### src/rtl/fetch_unit_if.sv
// Instruction-memory read port between the fetch stage (master) and the instruction memory (slave).
interface fetch_unit_if;
    logic        imem_rd;
    logic [15:0] imem_addr;
    logic        imem_stall;
    logic        imem_done;
    logic [15:0] imem_rdata;

    modport master (
        output imem_rd,
        output imem_addr,
        input  imem_stall,
        input  imem_done,
        input  imem_rdata
    );

    modport slave (
        input  imem_rd,
        input  imem_addr,
        output imem_stall,
        output imem_done,
        output imem_rdata
    );
endinterface

### src/rtl/fetch_unit.sv
// IF stage of the WISC pipeline: owns the PC, issues instruction reads to a possibly multi-cycle
// memory and fills the IF/ID register, handling hazard stalls, redirect squash and HALT.
module fetch_unit #(
    parameter logic [15:0] RESET_PC    = 16'h0000,
    parameter logic [15:0] NOP_INST    = 16'h0800,
    parameter logic [4:0]  HALT_OPCODE = 5'b00000
) (
    input  logic          clk,
    input  logic          rst,
    input  logic          branch,
    input  logic [15:0]   pcbranch,
    input  logic          stall,
    fetch_unit_if.master  imem,
    output logic [15:0]   InstOut,
    output logic [15:0]   pcplus2Out,
    output logic          valid,
    output logic          halted,
    output logic          err
);

    typedef enum logic [2:0] {
        FETCH = 3'd0,
        WAIT  = 3'd1,
        HOLD  = 3'd2,
        DROP  = 3'd3,
        HALT  = 3'd4
    } state_t;

    state_t      state;
    logic [15:0] pc;
    logic [15:0] skid;

    logic [15:0] pc_inc;
    logic        deliver;
    logic [15:0] deliver_inst;
    logic        is_halt;

    function automatic logic [15:0] align_pc(input logic [15:0] addr);
        return {addr[15:1], 1'b0};
    endfunction

    assign imem.imem_rd   = (state == FETCH);
    assign imem.imem_addr = pc;

    assign pc_inc       = pc + 16'd2;
    assign deliver      = !stall && ((state == WAIT && imem.imem_done) || state == HOLD);
    assign deliver_inst = (state == HOLD) ? skid : imem.imem_rdata;
    assign is_halt      = (deliver_inst[15:11] == HALT_OPCODE);

    always_ff @(posedge clk) begin
        if (!rst) begin
            state      <= FETCH;
            pc         <= RESET_PC;
            InstOut    <= NOP_INST;
            pcplus2Out <= 16'h0000;
            valid      <= 1'b0;
            halted     <= 1'b0;
            err        <= 1'b0;
        end else begin
            // A response with no read outstanding is a protocol error.
            if (imem.imem_done && (state == FETCH || state == HALT))
                err <= 1'b1;

            if (branch) begin
                pc      <= align_pc(pcbranch);
                InstOut <= NOP_INST;
                valid   <= 1'b0;
                halted  <= 1'b0;
                if (pcbranch[0])
                    err <= 1'b1;
                // A read still in flight must be drained before fetching from the new target.
                case (state)
                    FETCH:   state <= imem.imem_stall ? FETCH : DROP;
                    WAIT:    state <= imem.imem_done ? FETCH : DROP;
                    DROP:    state <= imem.imem_done ? FETCH : DROP;
                    default: state <= FETCH;
                endcase
            end else begin
                if (deliver) begin
                    InstOut    <= deliver_inst;
                    pcplus2Out <= pc_inc;
                    valid      <= 1'b1;
                    pc         <= pc_inc;
                    if (is_halt) begin
                        state  <= HALT;
                        halted <= 1'b1;
                    end else begin
                        state  <= FETCH;
                    end
                end else if (!stall) begin
                    InstOut <= NOP_INST;
                    valid   <= 1'b0;
                end

                case (state)
                    FETCH: begin
                        if (!imem.imem_stall)
                            state <= WAIT;
                    end
                    WAIT: begin
                        if (imem.imem_done && stall) begin
                            skid  <= imem.imem_rdata;
                            state <= HOLD;
                        end
                    end
                    DROP: begin
                        if (imem.imem_done)
                            state <= FETCH;
                    end
                    default: ;
                endcase
            end
        end
    end

endmodule
### src/flat_wrapper.sv
// flat-port wrapper written by rule: the top's interface ports become plain ports
module fetch_unit_flat 
#(
    parameter logic [15:0] RESET_PC    = 16'h0000,
    parameter logic [15:0] NOP_INST    = 16'h0800,
    parameter logic [4:0]  HALT_OPCODE = 5'b00000
)
  (clk, rst, branch, pcbranch, stall, InstOut, pcplus2Out, valid, halted, err, imem_imem_rd, imem_imem_addr, imem_imem_stall, imem_imem_done, imem_imem_rdata);
  fetch_unit_if imem_i ();
  input  logic clk;
  input  logic rst;
  input  logic branch;
  input  logic [15:0] pcbranch;
  input  logic stall;
  output logic [15:0] InstOut;
  output logic [15:0] pcplus2Out;
  output logic valid;
  output logic halted;
  output logic err;
  output wire logic [$bits(imem_i.imem_rd)-1:0] imem_imem_rd;
  output wire logic [$bits(imem_i.imem_addr)-1:0] imem_imem_addr;
  input wire logic [$bits(imem_i.imem_stall)-1:0] imem_imem_stall;
  input wire logic [$bits(imem_i.imem_done)-1:0] imem_imem_done;
  input wire logic [$bits(imem_i.imem_rdata)-1:0] imem_imem_rdata;
  assign imem_imem_rd = imem_i.imem_rd;
  assign imem_imem_addr = imem_i.imem_addr;
  assign imem_i.imem_stall = imem_imem_stall;
  assign imem_i.imem_done = imem_imem_done;
  assign imem_i.imem_rdata = imem_imem_rdata;
  fetch_unit #(.RESET_PC(RESET_PC), .NOP_INST(NOP_INST), .HALT_OPCODE(HALT_OPCODE)) u_core (.clk(clk), .rst(rst), .branch(branch), .pcbranch(pcbranch), .stall(stall), .imem(imem_i), .InstOut(InstOut), .pcplus2Out(pcplus2Out), .valid(valid), .halted(halted), .err(err));
endmodule
### config.mk
export PLATFORM = sky130hd
export DESIGN_NAME = fetch_unit_flat
export DESIGN_NICKNAME = d
export VERILOG_FILES = /design/src/rtl/fetch_unit_if.sv /design/src/rtl/fetch_unit.sv /design/src/flat_wrapper.sv
export SDC_FILE = /design/constraint.sdc
export NUM_CORES = 1
export LEC_CHECK = 0
export ABC_CLOCK_PERIOD_IN_PS = 3960
export BUFFER_PORTS_ARGS = -buffer_cell sky130_fd_sc_hd__buf_2
export CAP_MARGIN = 30
export CORE_MARGIN = 1.5
export CORE_UTILIZATION = 41
export CTS_CLUSTER_DIAMETER = 120
export CTS_CLUSTER_SIZE = 10
export DETAILED_ROUTE_END_ITERATION = 7
export GPL_TIMING_DRIVEN = 0
export PLACE_DENSITY = 0.61
export SLEW_MARGIN = 20
export SYNTH_ARGS = -nofsm -noshare
export SYNTH_HDL_FRONTEND = slang
export SYNTH_SLANG_ARGS = --single-unit
### constraint.sdc
create_clock -name clk -period 3.96 [get_ports clk]
set_clock_uncertainty 0.15 [all_clocks]
set_input_delay 0.792 -clock clk [delete_from_list [all_inputs] [get_ports clk]]
set_output_delay 0.792 -clock clk [all_outputs]
set_load 0.1 [all_outputs]
==> metrics.md, run 1 <==
| Metric | Value |
|---|---|
| Result of the run | complete, no violations |
| Relative slew margins | 57.75% |
| Hold path startpoint | u_core.halted |
| Pwr Total | 0.001823 W |
| Total track usage | 21.16% |
| Sum Neg Setup Slack | 0 ps |
| I/O Buffers | 86 |
| Area Overhead vs Synth | 26.64% |
| CTS max path bufs | 2 |
| Most frequent cell after synthesis | dfxtp_1 |
| Crit path DAT | 2610 ps |
| Hold Path Class | reg -> reg |
| Fin crit share | 67.80% |
| Clk root buf | clkbuf_8 |
| First-pass GRT wire length | 13610 um |
| Design Area, Final | 3955 sq um |
| Setup violators final | 0 |
| Worst-path cell chain | buf_2 > clkbuf_1 > nand2b_1 > clkbuf_1 > nor4_2 > buf_4 > buf_4 |
| Startpoint types | input port |
| DP HPWL | 5954 um |
| YS warnings | 0 |
| Fmax | 372.4 MHz |
| Pwr dens | 460.9 nW/um^2 |
| Die area | 8150 sq um |
| Fraction of layout cells with a size suffix above 1 | 33.73% |
| Clk slew on worst S/H paths | 80 ps |
| Synth Area in Adders | 0.4006% |
| CTS sink cnt | 68 |
| Largest family of logic cells by synthesized area | compound AO/OA/AOI/OAI gates |
| Top sig layer | met4 |
| Synth async-reset ratio | 0% |
| Clock buffer count from CTS | 9 |
| Final-report max-slew violation count | 0 |
| Crit. End Element | flop |
| IO Count | 90 |
| Wire length on met2 | 3661 um |
| Hold-fix buffers, CTS | 0 |
| Synth top area share | 33.33% |
| Crit-path max FO | 10 |
| First DRT Iteration DRCs | 167 |
| Starting Density | 42.83% |
| Hold Fails Final Rpt | 0 |
| Maximum vdd drop | 0.1866 mV |
| MaxCap Viol Count | 0 |
| Vias in the first global route | 2654 |
| Crit path largest cell delay | 440 ps |
| Final core utilization | 54.24% |
| Placed cells | 507 |
| Commonest cells post-synth | dfxtp_1 (52), o21ai_0 (30), nor2_1 (26), a21oi_1 (19) |
| Routed Antenna Nets | 0 |
| Worst-Margin Slew | 630.9 ps |
| Area leader, netlist | dfxtp_1 |
| Slowest CP cell | nor4_2 |
| EDFF count, synth | 16 |
| Skew-Pair Late Insertion Delay | 360 ps |
| Vias per cell | 5.354 |
| Simple-gate share of the synthesized area | 14.74% |
| Initial antenna violation count | 0 |
| Switching Power | 0.0005816 W |
| Seq pwr share | 41.4% |
| Req. time, crit path | 3890 ps |
| Post-synthesis cell count | 318 |
| Largest net degree at the start of global routing | 14 |
| Top_reg_cell synth | dfxtp_1 |
| Top cells by area, synth | dfxtp_1 (33%), edfxtp_1 (15%), mux2_2 (5.8%) |
| Period minus WS final | 2685 ps |
| Row cnt | 31 |
| Vias | 2800 |
| Post-layout net count | 458 |
| Register area share after synthesis | 48.72% |
| PostCTS Resize Cnt | 0 |
| Metal3 WL | 564 um |
| Internal Power | 0.001241 W |
| Part of the power in combinational logic | 19.6% |
| Placer Congestion | 0.8344 |
| H-tree level count | 3 |
| Worst r2r src | u_core.state[1] |
| Filler Cells Inserted | 735 |
| Total wire length | 8231 um |
| Die span in y | 90.28 um |
| Grt ovf | 0 |
| Mapped Area | 3123 sq um |
| RSZ-0062 raised after global routing | no |
| # diodes | 0 |
| Postcts setup bufs | 0 |
| Yosys reg bits | 68 |
| CTS tree | built |
| Critical path origin | branch |
| Post-synthesis compound-gate area fraction | 20.03% |
| Mux cell area share after synthesis | 5.769% |
| WS Path Type | in -> reg |
| Metal-1 WL | 3847 um |
| WL per Instance | 15.74 um |
| Finished Layout Cells | 523 |
| Unique masters post-synth | 48 |
| CORE AREA | 7292 sq um |
| Xor and xnor area share after synthesis | 4.487% |
| Syn_area_per_cell | 9.821 sq um |
| Sw Ratio | 31.90% |
| Clock power frac | 39.0% |
| Placed inst area | 3707 sq um |
| Drt first pass iters | 4 |
| DIE WIDTH | 90.28 um |
| Leakage | 1.536 nW |
| Drc violations | 0 |
-- routing by layer --
metal | vias to the layer above | track usage, %
li1 | 1379 | -
met1 | 1320 | 28.99
met2 | 89 | 31.19
met3 | 12 | 6.566
met4 | 0 | 7.937
met5 | - | 0
-- stage by stage --
stage,setup slack [ps],hold WS [ps]
finish,1275,315.9
detailed placement,878.4,304.6
CTS,1226,316.5
global route,1125,333.5
global placement,-1028,291.2
floorplan,438.6,428.6
-- area by class of cell --
type | count | area [sq um] | area share [%]
buffer | 26 | 145.1 | 3.670
tap | 99 | 123.9 | 3.132
timing repair buffer | 89 | 450.4 | 11.39
sequential | 68 | 1521 | 38.47
multi-input combinational | 216 | 1433 | 36.22
clock inverter | 7 | 123.9 | 3.132
clock buffer | 9 | 123.9 | 3.132
inverter | 9 | 33.78 | 0.8542
-- cell usage in the layout, fill, tap and decap left out, drive strengths merged, types with 2 or more instances in the layout --
cell type	instances
nor4	6
nor3	6
clkinv	3
nand3	5
nor2	26
a22oi	15
inv	9
conb	2
nand3b	5
or4	4
o211ai	2
buf	103
a211oi	9
dfxtp	52
nand2b	3
edfxtp	16
a31oi	9
nand4	6
xor2	5
o31ai	2
or3	6
mux2	16
clkbuf	21
nand2	15
bufinv	3
o21ai	30
xnor2	11
a21oi	19
-- cells by family (layout without fill, tap and decap cells) --
logic type                 Yosys count  after routing
AOI/OAI and AO/OA                   95             95
xor gates and xnor gates            16             16
buffers and inverters               35            140
other                                1              2
muxes                               16             16
and+or+nand+nor                     86             86
DFF                                 68             68
adders and majority gates            1              1
-- sequential cells by signal (all words and copies together), names as in the netlist --
register               flops
u_core.imem.imem_addr     15
u_core.valid               1
u_core.InstOut            16
u_core.halted              1
u_core.err                 1
u_core.state               3
u_core.pcplus2Out         15
u_core.skid               16
-- power groups by stage --
| stage | clock network, W | registers, W | logic [W] |
|---|---|---|---|
| after floorplan | 0 | 0.000919 | 0.000130 |
| after global placement | 0 | 0.000770 | 0.000354 |
| after detailed placement | 0 | 0.000771 | 0.000357 |
| after CTS | 0.000717 | 0.000755 | 0.000358 |
| after global routing | 0.000752 | 0.000759 | 0.000378 |
| final | 0.000711 | 0.000755 | 0.000357 |
-- worst max-delay path: cells and delay by family --
family	cells	cell delay, ps
buffers and inverters	5	1080
and+or+nand+nor	2	740
-- path summary, 6_finish.rpt --
| path | endpoint | slack, ps | cells after the start |
|---|---|---|---|
| worst min register to register | u_core.halted | 320 | 2 |
| worst max register to register | u_core.InstOut[7] | 1740 | 6 |
| worst max-delay path | u_core.skid[15] | 1270 | 7 |
| worst min-delay path | u_core.halted | 320 | 2 |
(Power assumes the default switching activity.)
==> run 2: changes to the inputs <==
--- a/config.mk
+++ b/config.mk
@@ -5,7 +5,7 @@
 export SDC_FILE = /design/constraint.sdc
 export NUM_CORES = 1
 export LEC_CHECK = 0
-export ABC_CLOCK_PERIOD_IN_PS = 3960
+export ABC_CLOCK_PERIOD_IN_PS = 2700
 export BUFFER_PORTS_ARGS = -buffer_cell sky130_fd_sc_hd__buf_2
 export CAP_MARGIN = 30
 export CORE_MARGIN = 1.5
==> constraint.sdc (replaced) <==
create_clock -name clk -period 2.7 [get_ports clk]
set_clock_uncertainty 0.15 [all_clocks]
set_input_delay 0.54 -clock clk [delete_from_list [all_inputs] [get_ports clk]]
set_output_delay 0.54 -clock clk [all_outputs]
set_load 0.1 [all_outputs]
==> metrics.md, run 2 (synthesis gave the netlist of run 1 again) <==
| Metric | Value |
|---|---|
| Leakage | 1.507 nW (-1.9%) |
| Clk root buf | clkbuf_8 |
| Internal Power | 0.001717 W (+38%) |
| Most used cell along the critical path | clkbuf_1 |
| Design Area, Final | 3928 sq um (-0.70%) |
| RSZ-0062 raised after global routing | no |
| Period minus WS final | 2355 ps |
| Vias in the first global route | 2571 (-3.1%) |
| Row cnt | 31 (unchanged) |
| Worst r2r src | u_core.state[1] |
| Fin crit share | 87.22% |
| Switching Power | 0.0008187 W (+41%) |
| Fraction of layout cells with a size suffix above 1 | 33.41% (-0.31 points) |
| Slowest CP cell | nor4_4 |
| Clk slew on worst S/H paths | 70 ps (about the same) |
| Post-layout net count | 456 (-0.44%) |
| WS Path Type | in -> reg |
| Starting Density | 42.83% (unchanged) |
| DIE WIDTH | 90.28 um (unchanged) |
| Kind of cell adding the most delay to the critical path | buffers and inverters |
| Placed cells | 505 (-0.39%) |
| Crit path largest cell delay | 530 ps (+90 ps) |
| Hold Fails Final Rpt | 0 (unchanged) |
| Worst Reg-to-Reg Cells | 6 (unchanged) |
| Grt ovf | 0 (unchanged) |
| H-tree level count | 3 (unchanged) |
| Area Overhead vs Synth | 25.76% |
| Fmax | 424.6 MHz |
| Crit-path max FO | 10 (unchanged) |
| Result of the run | complete, no violations |
| Skew-Pair Late Insertion Delay | 340 ps (-20 ps) |
| Reg2reg setup slack | 450 ps (-1290 ps) |
| Placer Congestion | 0.7696 (-7.8%) |
| Die span in y | 90.28 um (unchanged) |
| Startpoint types | input port |
| PostCTS Resize Cnt | 0 (unchanged) |
| Most frequent cells in the layout | buf_2 (92), dfxtp_1 (52), o21ai_0 (30) |
| DP HPWL | 5730 um (-3.8%) |
| WP buf/inv | 4 (-1) |
| CTS max path bufs | 2 (unchanged) |
| MaxCap Viol Count | 0 (unchanged) |
| Hold Path Class | in -> reg |
| Min-Delay Endpoint | u_core.skid[3] |
| Worst hold margin | 235.3 ps (-80.66 ps) |
| Hold-fix buffers, CTS | 0 (unchanged) |
| Pre-CTS WS | -47.39 ps (-925.8 ps) |
| IO Count | 90 (unchanged) |
| Die area | 8150 sq um (unchanged) |
| Vias | 2714 (-3.1%) |
| Sw Ratio | 32.29% (+0.39 points) |
| CORE AREA | 7292 sq um (unchanged) |
| # diodes | 0 (unchanged) |
| Part of the power in combinational logic | 20.7% (+1.1 points) |
| Drc violations | 0 (unchanged) |
| Pwr dens | 645.6 nW/um^2 (+40%) |
| WL per Instance | 15.30 um (-2.8%) |
| Most common cell after layout, fill and taps aside | buf_2 |
| CTS tree | built |
| Largest net degree at the start of global routing | 13 (-1) |
| Drt first pass iters | 4 (unchanged) |
| Total track usage | 20.04% (-1.1 points) |
| CTS sink cnt | 68 (unchanged) |
| First-pass GRT wire length | 12950 um (-4.9%) |
| Worst setup margin | 345.1 ps (-929.9 ps) |
| First DRT Iteration DRCs | 148 (-11%) |
| Req. time, crit path | 2600 ps (-1290 ps) |
| Setup violators final | 0 (unchanged) |
| Finished Layout Cells | 521 (-0.38%) |
| Placed inst area | 3712 sq um (+0.13%) |
| Worst-Margin Slew | 669.0 ps (+38.09 ps) |
| Crit. End Element | flop |
| Total wire length | 7971 um (-3.2%) |
| R2R Path End | u_core.InstOut[7] |
| Postcts setup bufs | 0 (unchanged) |
| Pwr Total | 0.002535 W (+39%) |
| Largest registers | u_core.InstOut x16, u_core.skid x16 |
| Relative slew margins | 55.20% (-2.6 points) |
| Clock power frac | 35.6% (-3.4 points) |
| Initial antenna violation count | 0 (unchanged) |
| I/O Buffers | 86 (unchanged) |
| Worst-path cell chain | buf_2 > clkbuf_1 > nand2b_1 > clkbuf_1 > nor4_4 > buf_6 |
| Seq pwr share | 43.7% (+2.3 points) |
| Clock buffer count from CTS | 9 (unchanged) |
| Hold path startpoint | imem_imem_rdata[3] |
| Hold depth | 1 (-1) |
| Crit path DAT | 2260 ps (-350 ps) |
| Vias per cell | 5.209 (-2.7%) |
| Maximum vdd drop | 0.3435 mV (+84%) |
| Routed Antenna Nets | 0 (unchanged) |
| Final-report max-slew violation count | 0 (unchanged) |
run 2: worst reg2reg max path, stage by stage, from the launching register on:
cell      delay [ps]
dfxtp_1          310
clkbuf_2         190
nor3b_2          600
buf_4            310
mux2_2           350
a22oi_1          170
nor2_1            60
run 2: area by class of cell:
type | count | area [sq um]
multi-input combinational | 216 | 1446
sequential | 68 | 1521
inverter | 9 | 33.78
clock buffer | 9 | 123.9
timing repair buffer | 87 | 441.7
fill | 739 | 3364
buffer | 26 | 145.1
tap | 99 | 123.9
clock inverter | 7 | 91.34
run 2: power groups by stage:
| stage | Clock (W) | Combinational, W | Sequential (W) |
|---|---|---|---|
| after floorplan | 0 | 0.000192 | 0.00135 |
| after global placement | 0 | 0.000519 | 0.00113 |
| after detailed placement | 0 | 0.000524 | 0.00113 |
| after CTS | 0.000925 | 0.000526 | 0.00111 |
| after global routing | 0.000972 | 0.000552 | 0.00111 |
| final | 0.000904 | 0.000524 | 0.00111 |
run 2: how the worst max path moves through the flow:
stage / startpoint / endpoint / slack, ps / cells after the start
after detailed placement: branch / u_core.skid[8] / -50 / 6
after CTS: branch / u_core.skid[9] / 320 / 6
after global placement: branch / u_core.skid[8] / -840 / 5
after floorplan: u_core.imem.imem_addr[7] / u_core.imem.imem_addr[12] / 60 / 5
after global routing: branch / u_core.skid[9] / 200 / 6
final: branch / u_core.skid[7] / 350 / 6
run 2: layer usage:
metal / up-vias / global-route usage [%] / wire (um)
li1: 1363 / - / -
met1: 1268 / 25.84 / 3745
met2: 74 / 32.07 / 3659
met3: 9 / 6.650 / 468
met4: 0 / 5.556 / 97
met5: - / 0 / 0
run 2: metrics by stage:
stage / utilization (%) / TNS, ps
after detailed placement: 50.91 / -424.6
after global routing: 53.86 / 0
after global placement: 50.63 / -13410
final: 53.86 / 0
after floorplan: - / 0
after CTS: 53.86 / 0
==> run 3: changes to the inputs <==
--- a/config.mk
+++ b/config.mk
@@ -8,13 +8,15 @@
 export ABC_CLOCK_PERIOD_IN_PS = 2700
 export BUFFER_PORTS_ARGS = -buffer_cell sky130_fd_sc_hd__buf_2
 export CAP_MARGIN = 30
+export CELL_PAD_IN_SITES_DETAIL_PLACEMENT = 1
+export CELL_PAD_IN_SITES_GLOBAL_PLACEMENT = 1
 export CORE_MARGIN = 1.5
-export CORE_UTILIZATION = 41
+export CORE_UTILIZATION = 39
 export CTS_CLUSTER_DIAMETER = 120
 export CTS_CLUSTER_SIZE = 10
 export DETAILED_ROUTE_END_ITERATION = 7
 export GPL_TIMING_DRIVEN = 0
-export PLACE_DENSITY = 0.61
+export PLACE_DENSITY = 0.76
 export SLEW_MARGIN = 20
 export SYNTH_ARGS = -nofsm -noshare
 export SYNTH_HDL_FRONTEND = slang
==> metrics.md, run 3 (synthesis gave the netlist of run 1 again) <==
| Metric | Value |
|---|---|
| Hold Path Class | in -> reg |
| DIE WIDTH | 92.49 um (+2.4%) |
| Total track usage | 21.86% (+1.8 points) |
| Hold Fails Final Rpt | 0 (unchanged) |
| Crit path largest cell delay | 540 ps (about the same) |
| Grt met3 use | 4.598% (-2.1 points) |
| WS Path Type | in -> reg |
| Die area | 8553 sq um (+5.0%) |
| CTS tree | built |
| Largest registers | u_core.InstOut x16, u_core.skid x16 |
| Most used cell along the critical path | clkbuf_1 |
| Drt first pass iters | 4 (unchanged) |
| H-tree level count | 3 (unchanged) |
| CORE AREA | 7727 sq um (+6.0%) |
| First-pass GRT wire length | 14580 um (+13%) |
| Placer Congestion | 0.7922 (+2.9%) |
| Clock buffer count from CTS | 9 (unchanged) |
| MaxCap Viol Count | 0 (unchanged) |
| DP HPWL | 6444 um (+12%) |
| Vias per cell | 5.342 (+2.5%) |
| Initial antenna violation count | 0 (unchanged) |
| Grt ovf | 0 (unchanged) |
| Fraction of layout cells with a size suffix above 1 | 33.65% (+0.24 points) |
| Most common cell after layout, fill and taps aside | buf_2 |
| Final core utilization | 50.26% (-3.6 points) |
| Final-report max-slew violation count | 0 (unchanged) |
| Result of the run | complete, no violations |
| Clk slew on worst S/H paths | 70 ps (about the same) |
| CTS max path bufs | 2 (unchanged) |
| PostCTS Resize Cnt | 0 (unchanged) |
| Largest net degree at the start of global routing | 13 (unchanged) |
| Grt peak-use layer | met2 |
| First DRT Iteration DRCs | 71 (-52%) |
| Req. time, crit path | 2610 ps (about the same) |
| Met1 GRT Util | 28.06% (+2.2 points) |
| RSZ-0062 raised after global routing | no |
| I/O Buffers | 86 (unchanged) |
| Drc violations | 0 (unchanged) |
| Crit. End Element | flop |
| Maximum vdd drop | 0.2587 mV (-25%) |
| Setup violators final | 0 (unchanged) |
| Clk root buf | clkbuf_8 |
| Worst-Margin Slew | 655.0 ps (-14.04 ps) |
| Fin crit share | 86.73% (-0.49 points) |
| Startpoint types | input port |
| Row cnt | 32 (+3.2%) |
| Most frequent cells in the layout | buf_2 (92), dfxtp_1 (52), o21ai_0 (30) |
| Slowest CP cell | nor4_4 |
| CTS sink cnt | 68 (unchanged) |
| IO Count | 90 (unchanged) |
| Fmax | 427.1 MHz (+0.57%) |
| Vias | 2799 (+3.1%) |
| Vias in the first global route | 2902 (+13%) |
| Starting Density | 40.41% (-2.4 points) |
| Postcts setup bufs | 0 (unchanged) |
| Hold-fix buffers, CTS | 0 (unchanged) |
| WL per Instance | 16.85 um (+10%) |
| # diodes | 0 (unchanged) |
| Routed Antenna Nets | 0 (unchanged) |
| Die span in y | 92.49 um (+2.4%) |
| Period minus WS final | 2342 ps (-13.30 ps) |
| Worst-path cell chain | buf_2 > clkbuf_1 > nand2b_1 > clkbuf_1 > nor4_4 > buf_6 |
| Area Overhead vs Synth | 24.36% |
| Total wire length | 8831 um (+11%) |
| Crit-path max FO | 10 (unchanged) |
| Pwr dens | 610.9 nW/um^2 (-5.4%) |
| Leakage | 1.492 nW (-0.94%) |
| Placed inst area | 3716 sq um (+0.10%) |
| GR Util met2 | 36.40% (+4.3 points) |
| Skew-Pair Late Insertion Delay | 350 ps (about the same) |
| Post-layout net count | 456 (unchanged) |
| Relative slew margins | 56.14% (+0.94 points) |
| Crit path DAT | 2250 ps (about the same) |
| Design Area, Final | 3884 sq um (-1.1%) |
| Filler Cells Inserted | 925 (+25%) |
==> run 3: cell types whose count changed in the layout (fill, tap and decap cells not counted) <==
cell | before | now
clkinv_2 | 1 | 4
clkinv_1 | 2 | 1
clkinv_4 | 0 | 1
clkinvlp_4 | 3 | 2
bufinv_16 | 2 | 0
==> run 3: through the flow <==
stage	TNS (ps)	power (W)	hold slack, ps	cells	setup WS (ps)
final	0	0.002372	226.7	524	358.4
after global routing	0	0.002457	226.4	524	182.4
after CTS	0	0.002392	216.8	524	331.2
after detailed placement	-343.9	0.001662	296.0	508	-38.47
after global placement	-13080	0.001653	280.7	507	-818.0
after floorplan	0	0.001541	428.6	319	61.12
==> run 3: worst paths after layout <==
path | startpoint | end | slack, ps | cells past startpoint
max | branch | u_core.skid[8] | 360 | 6
min | imem_imem_rdata[5] | u_core.skid[5] | 230 | 1
max reg2reg | u_core.state[1] | u_core.InstOut[8] | 440 | 6
min reg2reg | u_core.halted | u_core.halted | 310 | 2
==> run 3: area by class of cell <==
type                            instances  area (sq um)  area share, %
Clock buffer                            9         123.9          3.189
Buffer                                 26         145.1          3.737
Timing Repair Buffer                   87         441.7          11.37
Multi-Input combinational cell        216          1446          37.24
Sequential cell                        68          1521          39.18
Tap cell                              102         127.6          3.286
Inverter                                9         33.78         0.8698
Clock inverter                          7         43.79          1.128
==> run 3: metal layers <==
metal | share of wire, % | up-vias
met5 | 0 | -
met4 | 1.4 | 0
met3 | 6.4 | 9
met2 | 48 | 77
met1 | 44 | 1349
li1 | - | 1364
==> run 3: worst max-delay path, delay by kind of cell <==
| kind | cells | cell delay, ps |
|---|---|---|
| and+or+nand+nor | 2 | 810 |
| buffers and inverters | 4 | 900 |
==> run 3: where the power goes <==
part           leakage, nW  switching, W  internal (W)
Clock               0.0848      0.000408      0.000327
Combinational        0.839      0.000401      0.000127
Sequential           0.569     0.0000340       0.00107
